File: src/rtl/excp_csr_commit.sv
// Exception / ERTN commit unit with the privileged CSR file it updates.
// Accepted events pulse a one-cycle fetch redirect on the following cycle.
module excp_csr_commit #(
  parameter logic [5:0] TLBR_ECODE = 6'h3F
) (
  input  logic        clk,
  input  logic        rst,
  input  logic        excp_flush,
  input  logic        ertn_flush,
  input  logic [31:0] csr_era,
  input  logic [5:0]  csr_ecode,
  input  logic [8:0]  csr_esubcode,
  input  logic        va_error,
  input  logic [31:0] bad_va,
  input  logic        excp_tlb,
  input  logic        excp_tlbrefill,
  input  logic [18:0] excp_tlb_vppn,
  input  logic        wb_csr_we,
  input  logic [13:0] wb_csr_addr,
  input  logic [31:0] wb_csr_data,
  input  logic [13:0] rd_addr,
  output logic [31:0] rd_data,
  output logic        redirect_valid,
  output logic [31:0] redirect_pc,
  output logic [1:0]  plv,
  output logic        ie,
  output logic        da,
  output logic        pg
);

  localparam logic [13:0] A_CRMD   = 14'h000;
  localparam logic [13:0] A_PRMD   = 14'h001;
  localparam logic [13:0] A_ESTAT  = 14'h005;
  localparam logic [13:0] A_ERA    = 14'h006;
  localparam logic [13:0] A_BADV   = 14'h007;
  localparam logic [13:0] A_EENTRY = 14'h00C;
  localparam logic [13:0] A_TLBEHI = 14'h011;
  localparam logic [13:0] A_TLBREN = 14'h088;

  typedef enum logic {
    S_IDLE,
    S_REDIR
  } state_e;

  state_e state_q, state_d;

  logic [1:0]  crmd_plv_q, crmd_plv_d;
  logic        crmd_ie_q, crmd_ie_d;
  logic        crmd_da_q, crmd_da_d;
  logic        crmd_pg_q, crmd_pg_d;
  logic [1:0]  prmd_pplv_q, prmd_pplv_d;
  logic        prmd_pie_q, prmd_pie_d;
  logic [8:0]  estat_esub_q, estat_esub_d;
  logic [5:0]  estat_ecode_q, estat_ecode_d;
  logic [1:0]  estat_is_q, estat_is_d;
  logic [31:0] era_q, era_d;
  logic [31:0] badv_q, badv_d;
  logic [25:0] eentry_q, eentry_d;
  logic [18:0] tlbehi_q, tlbehi_d;
  logic [25:0] tlbren_q, tlbren_d;
  logic [31:0] rpc_q, rpc_d;

  logic excp_acc;
  logic ertn_acc;
  logic sw_we;

  always_comb begin
    state_d  = state_q;
    excp_acc = 1'b0;
    ertn_acc = 1'b0;
    unique case (state_q)
      S_IDLE: begin
        excp_acc = excp_flush;
        ertn_acc = ertn_flush & ~excp_flush;
        if (excp_acc | ertn_acc) begin
          state_d = S_REDIR;
        end
      end
      S_REDIR: state_d = S_IDLE;
      default: state_d = S_IDLE;
    endcase
    // A software write losing to an event is dropped, never replayed
    sw_we = wb_csr_we & ~excp_acc & ~ertn_acc;
  end

  always_comb begin
    crmd_plv_d    = crmd_plv_q;
    crmd_ie_d     = crmd_ie_q;
    crmd_da_d     = crmd_da_q;
    crmd_pg_d     = crmd_pg_q;
    prmd_pplv_d   = prmd_pplv_q;
    prmd_pie_d    = prmd_pie_q;
    estat_esub_d  = estat_esub_q;
    estat_ecode_d = estat_ecode_q;
    estat_is_d    = estat_is_q;
    era_d         = era_q;
    badv_d        = badv_q;
    eentry_d      = eentry_q;
    tlbehi_d      = tlbehi_q;
    tlbren_d      = tlbren_q;
    rpc_d         = rpc_q;

    if (sw_we) begin
      unique case (wb_csr_addr)
        A_CRMD: begin
          crmd_plv_d = wb_csr_data[1:0];
          crmd_ie_d  = wb_csr_data[2];
          crmd_da_d  = wb_csr_data[3];
          crmd_pg_d  = wb_csr_data[4];
        end
        A_PRMD: begin
          prmd_pplv_d = wb_csr_data[1:0];
          prmd_pie_d  = wb_csr_data[2];
        end
        A_ESTAT:  estat_is_d = wb_csr_data[1:0];
        A_ERA:    era_d      = wb_csr_data;
        A_BADV:   badv_d     = wb_csr_data;
        A_EENTRY: eentry_d   = wb_csr_data[31:6];
        A_TLBEHI: tlbehi_d   = wb_csr_data[31:13];
        A_TLBREN: tlbren_d   = wb_csr_data[31:6];
        default: ;
      endcase
    end

    if (excp_acc) begin
      prmd_pplv_d   = crmd_plv_q;
      prmd_pie_d    = crmd_ie_q;
      crmd_plv_d    = 2'd0;
      crmd_ie_d     = 1'b0;
      era_d         = csr_era;
      estat_ecode_d = csr_ecode;
      estat_esub_d  = csr_esubcode;
      if (va_error) begin
        badv_d = bad_va;
      end
      if (excp_tlb) begin
        tlbehi_d = excp_tlb_vppn;
      end
      if (excp_tlbrefill) begin
        crmd_da_d = 1'b1;
        crmd_pg_d = 1'b0;
        rpc_d     = {tlbren_q, 6'b0};
      end else begin
        rpc_d     = {eentry_q, 6'b0};
      end
    end

    if (ertn_acc) begin
      crmd_plv_d = prmd_pplv_q;
      crmd_ie_d  = prmd_pie_q;
      if (estat_ecode_q == TLBR_ECODE) begin
        crmd_da_d = 1'b0;
        crmd_pg_d = 1'b1;
      end
      rpc_d = era_q;
    end
  end

  always_ff @(posedge clk) begin
    if (!rst) begin
      state_q       <= S_IDLE;
      crmd_plv_q    <= 2'd0;
      crmd_ie_q     <= 1'b0;
      crmd_da_q     <= 1'b1;
      crmd_pg_q     <= 1'b0;
      prmd_pplv_q   <= 2'd0;
      prmd_pie_q    <= 1'b0;
      estat_esub_q  <= 9'd0;
      estat_ecode_q <= 6'd0;
      estat_is_q    <= 2'd0;
      era_q         <= 32'd0;
      badv_q        <= 32'd0;
      eentry_q      <= 26'd0;
      tlbehi_q      <= 19'd0;
      tlbren_q      <= 26'd0;
      rpc_q         <= 32'd0;
    end else begin
      state_q       <= state_d;
      crmd_plv_q    <= crmd_plv_d;
      crmd_ie_q     <= crmd_ie_d;
      crmd_da_q     <= crmd_da_d;
      crmd_pg_q     <= crmd_pg_d;
      prmd_pplv_q   <= prmd_pplv_d;
      prmd_pie_q    <= prmd_pie_d;
      estat_esub_q  <= estat_esub_d;
      estat_ecode_q <= estat_ecode_d;
      estat_is_q    <= estat_is_d;
      era_q         <= era_d;
      badv_q        <= badv_d;
      eentry_q      <= eentry_d;
      tlbehi_q      <= tlbehi_d;
      tlbren_q      <= tlbren_d;
      rpc_q         <= rpc_d;
    end
  end

  always_comb begin
    rd_data = 32'd0;
    unique case (rd_addr)
      A_CRMD:   rd_data = {27'd0, crmd_pg_q, crmd_da_q,
                           crmd_ie_q, crmd_plv_q};
      A_PRMD:   rd_data = {29'd0, prmd_pie_q, prmd_pplv_q};
      A_ESTAT:  rd_data = {1'b0, estat_esub_q, estat_ecode_q,
                           14'd0, estat_is_q};
      A_ERA:    rd_data = era_q;
      A_BADV:   rd_data = badv_q;
      A_EENTRY: rd_data = {eentry_q, 6'd0};
      A_TLBEHI: rd_data = {tlbehi_q, 13'd0};
      A_TLBREN: rd_data = {tlbren_q, 6'd0};
      default:  rd_data = 32'd0;
    endcase
  end

  assign redirect_valid = (state_q == S_REDIR);
  assign redirect_pc    = rpc_q;
  assign plv            = crmd_plv_q;
  assign ie             = crmd_ie_q;
  assign da             = crmd_da_q;
  assign pg             = crmd_pg_q;

endmodule

File: config.mk
export PLATFORM = sky130hd
export DESIGN_NAME = excp_csr_commit
export DESIGN_NICKNAME = d
export VERILOG_FILES = /design/src/rtl/excp_csr_commit.sv
export SDC_FILE = /design/constraint.sdc
export NUM_CORES = 1
export LEC_CHECK = 0
export ABC_AREA = 1
export CAP_MARGIN = 20
export CORE_MARGIN = 2
export CORE_UTILIZATION = 51
export CTS_CLUSTER_SIZE = 24
export DETAILED_ROUTE_END_ITERATION = 16
export HOLD_SLACK_MARGIN = 0.12
export PLACE_DENSITY = 0.85
export RECOVER_POWER = 25
export SLEW_MARGIN = 20
export SYNTH_ARGS = -nofsm -noshare
export SYNTH_HDL_FRONTEND = slang
export SYNTH_SLANG_ARGS = --single-unit
File: constraint.sdc
create_clock -name clk -period 1.75 [get_ports clk]
set_input_delay 0.175 -clock clk [delete_from_list [all_inputs] [get_ports clk]]
set_output_delay 0.175 -clock clk [all_outputs]
set_load 0.02 [all_outputs]
==> reports/results.ini <==
[clock_tree]
insertion_delay_ps=450
numCtsBuffers=17
clkSlewWorstSetupHoldPaths_ps=80
tritoncts=yes
clockBufferDepth=2
htree_levels=4
cts_sinks=193
cts_root_buf=clkbuf_16

[grt]
grt_pass1_vias=11600
grt_max_degree=98
antenna_found_initial=1
grt_pass1_wl_mm=62.3
gr-usage-all-layers_pct=36.6
overflow=0

[route]
wl_met3_mm=6.81
m1WireLength_mm=16.1
wl_met2_mm=17.9
wirelength_mm=43.3
drc=0
detail-route-antenna-nets=0
drtIter0Drc=2124
detail_route.first_pass.iterations=7
wl_per_cell_um=19.6
viasPerCell=6.02
via_count=13300
highest_layer=met5

[power]
p_total_uw=10400
max-vdd-ir-drop_v=0.000616
power_density_mw_per_mm2=695
p_leak_uw=0.00675

[outcome]
status=finished, violations left
violations=negative setup slack

[synthesis]
ys_types=30
yosysWarnings=0
avgSynthCellArea_um2=6.31
synth_edf_count=0
synth_top_area_share_pct=36.9
yosysMostFrequentCell=nand2_1
synthMuxAreaShare_pct=0
synth_xor_area_share_pct=0
ys_seq_area_share_pct=36.9
ys_seq_elements=193
ys.flop_type=dfxtp_1
synth-simple-area-share_pct=41.3
synthAdderAreaFrac_pct=0
synth_top_cells_by_count=nand2_1, nand3_1, nor2_1, dfxtp_1, inv_1
synth_top_cell_by_area=dfxtp_1
synth_top_family_by_area=simple AND/OR/NAND/NOR gates
async_flop_share_pct=0
synth-compound-area-share_pct=11.2
syn_nets=1824
synth_area_mm2=0.0105
syn_inst=1658
yosys-top-cells-area=dfxtp_1, nand3_1, nand2_1, nor2_1, o21ai_0

[cells_and_area]
design_area_mm2=0.0150
final_core_util_pct=74.4
fin_nets=2095
drive_above_1_share_pct=15.8
syn_to_final_growth_pct=43.4
n_fill_cell=1528

[critical_path]
slowest_delay_ps=670
cp-end-kind=register
arrival_ps=2310
cp_cell_sequence=inv_1 -> nand2_4 -> buf_4 -> clkbuf_4 -> o21ai_0 -> nor2_1
cp_slowest_cell=o21ai_0
worstSetupStartpointType=register
crit_required_ps=2060
critPathMaxFanout=49
critPathKind=register to register

[floorplanning]
core_mm2=0.0202
fp.dieW_um=147
die-area_mm2=0.0217
ioPinCount=236
rows=52
start_util_pct=51.9
die_h_um=147

[timing]
fin_crit_sh_pct=114
rsz0062_at_grt=yes
slew_headroom_pct=53.4
fmax_mhz=501
tightestPinTransition_ps=691
setup_ws_ps=-246
finalSetupTns_ps=-3300
drv_slew=0
final-hold-violation-count=0
finClkSkew_ps=8.18
layout_min_cycle_time_ps=2000
final-setup-viol-count=32

[placement]
place.gp.congestion=1.03
hpwlAfterDp_mm=28.7
io_buffers=235
placed_area_mm2=0.0136

[hold_path]
hold_path.class=primary input to register

[job]
drv_cap=0

## metal layers
metal / GRT usage [%] / vias up
met5: 0 / -
met4: 13.8 / 2
met3: 10.3 / 239
met2: 54.1 / 1164
met1: 50.9 / 5962
li1: - / 5946
## final timing paths
check	start	to	slack (ps)	cells after the start
worst max-delay path	redirect_valid	estat_ecode_q[1]	-250	6
worst min-delay path	rst	redirect_pc[4]	270	3
worst max register to register	redirect_valid	estat_ecode_q[1]	-250	6
worst min register to register	redirect_pc[24]	redirect_pc[24]	470	2
## final cells by class
type | instances | area, um^2 | share of cell area [%]
diodes | 1 | 2.50 | 0.0167
multi-input cells | 1209 | 5800 | 38.7
clock inverters | 12 | 110 | 0.734
inverters | 138 | 526 | 3.50
repair buffers | 370 | 3900 | 26.0
clock buffers | 20 | 467 | 3.11
flip-flops and latches | 193 | 3860 | 25.8
well taps | 270 | 338 | 2.25
## state kept, by name, indices dropped and copies added (netlist names)
| register | flops |
|---|---|
| estat_esub_q | 9 |
| da | 1 |
| ie | 1 |
| eentry_q | 26 |
| badv_q | 32 |
| prmd_pplv_q | 2 |
| pg | 1 |
| prmd_pie_q | 1 |
| tlbren_q | 26 |
| plv | 2 |
| redirect_valid | 1 |
| era_q | 32 |
| estat_is_q | 2 |
| redirect_pc | 32 |
| tlbehi_q | 19 |
| estat_ecode_q | 6 |
## where the power goes
part	switching (uW)	total, uW	internal (uW)
Sequential	183	4770	4590
Clock	1900	3900	1990
Combinational	985	1770	782
## stage by stage
stage | std cells | worst slack (ps) | hold slack [ps]
floorplan | 1658 | 250 | 321
global placement | 2148 | -859 | 451
detailed placement | 2148 | -857 | 460
CTS | 2203 | -18.6 | 256
global route | 2212 | -275 | 272
finish | 2213 | -246 | 272
## logic make-up after synthesis
logic type	after synthesis
flops	193
simple gates	990
buf+inv	256
compound gates	219
## worst max-delay path: cells and delay by family (launching register included)
family / cells / cell delay, ps
AND/OR/NAND/NOR: 2 / 170
AO/OA/AOI/OAI: 1 / 670
flip-flops: 1 / 310
buffers and inverters: 3 / 680
## cell usage in the layout, fill, tap and decap left out, types with 41 or more instances in the layout
cell,n
nand2_1,372
nand3_1,269
a21oi_1,88
dfxtp_1,193
clkdlybuf4s50_1,187
buf_6,41
nor2_1,239
buf_4,84
inv_1,122
nand3_2,43
o21ai_0,101
## repair_timing
item                       in CTS  in global routing
pin swaps                      22                 33
buffers inserted               16                  5
gates resized for setup       245                 96
gates cloned                    7                  7
setup endpoints to repair      32                 32
hold buffers                    0                  0
hold endpoints to repair        0                  0
(Power assumes the default switching activity.)
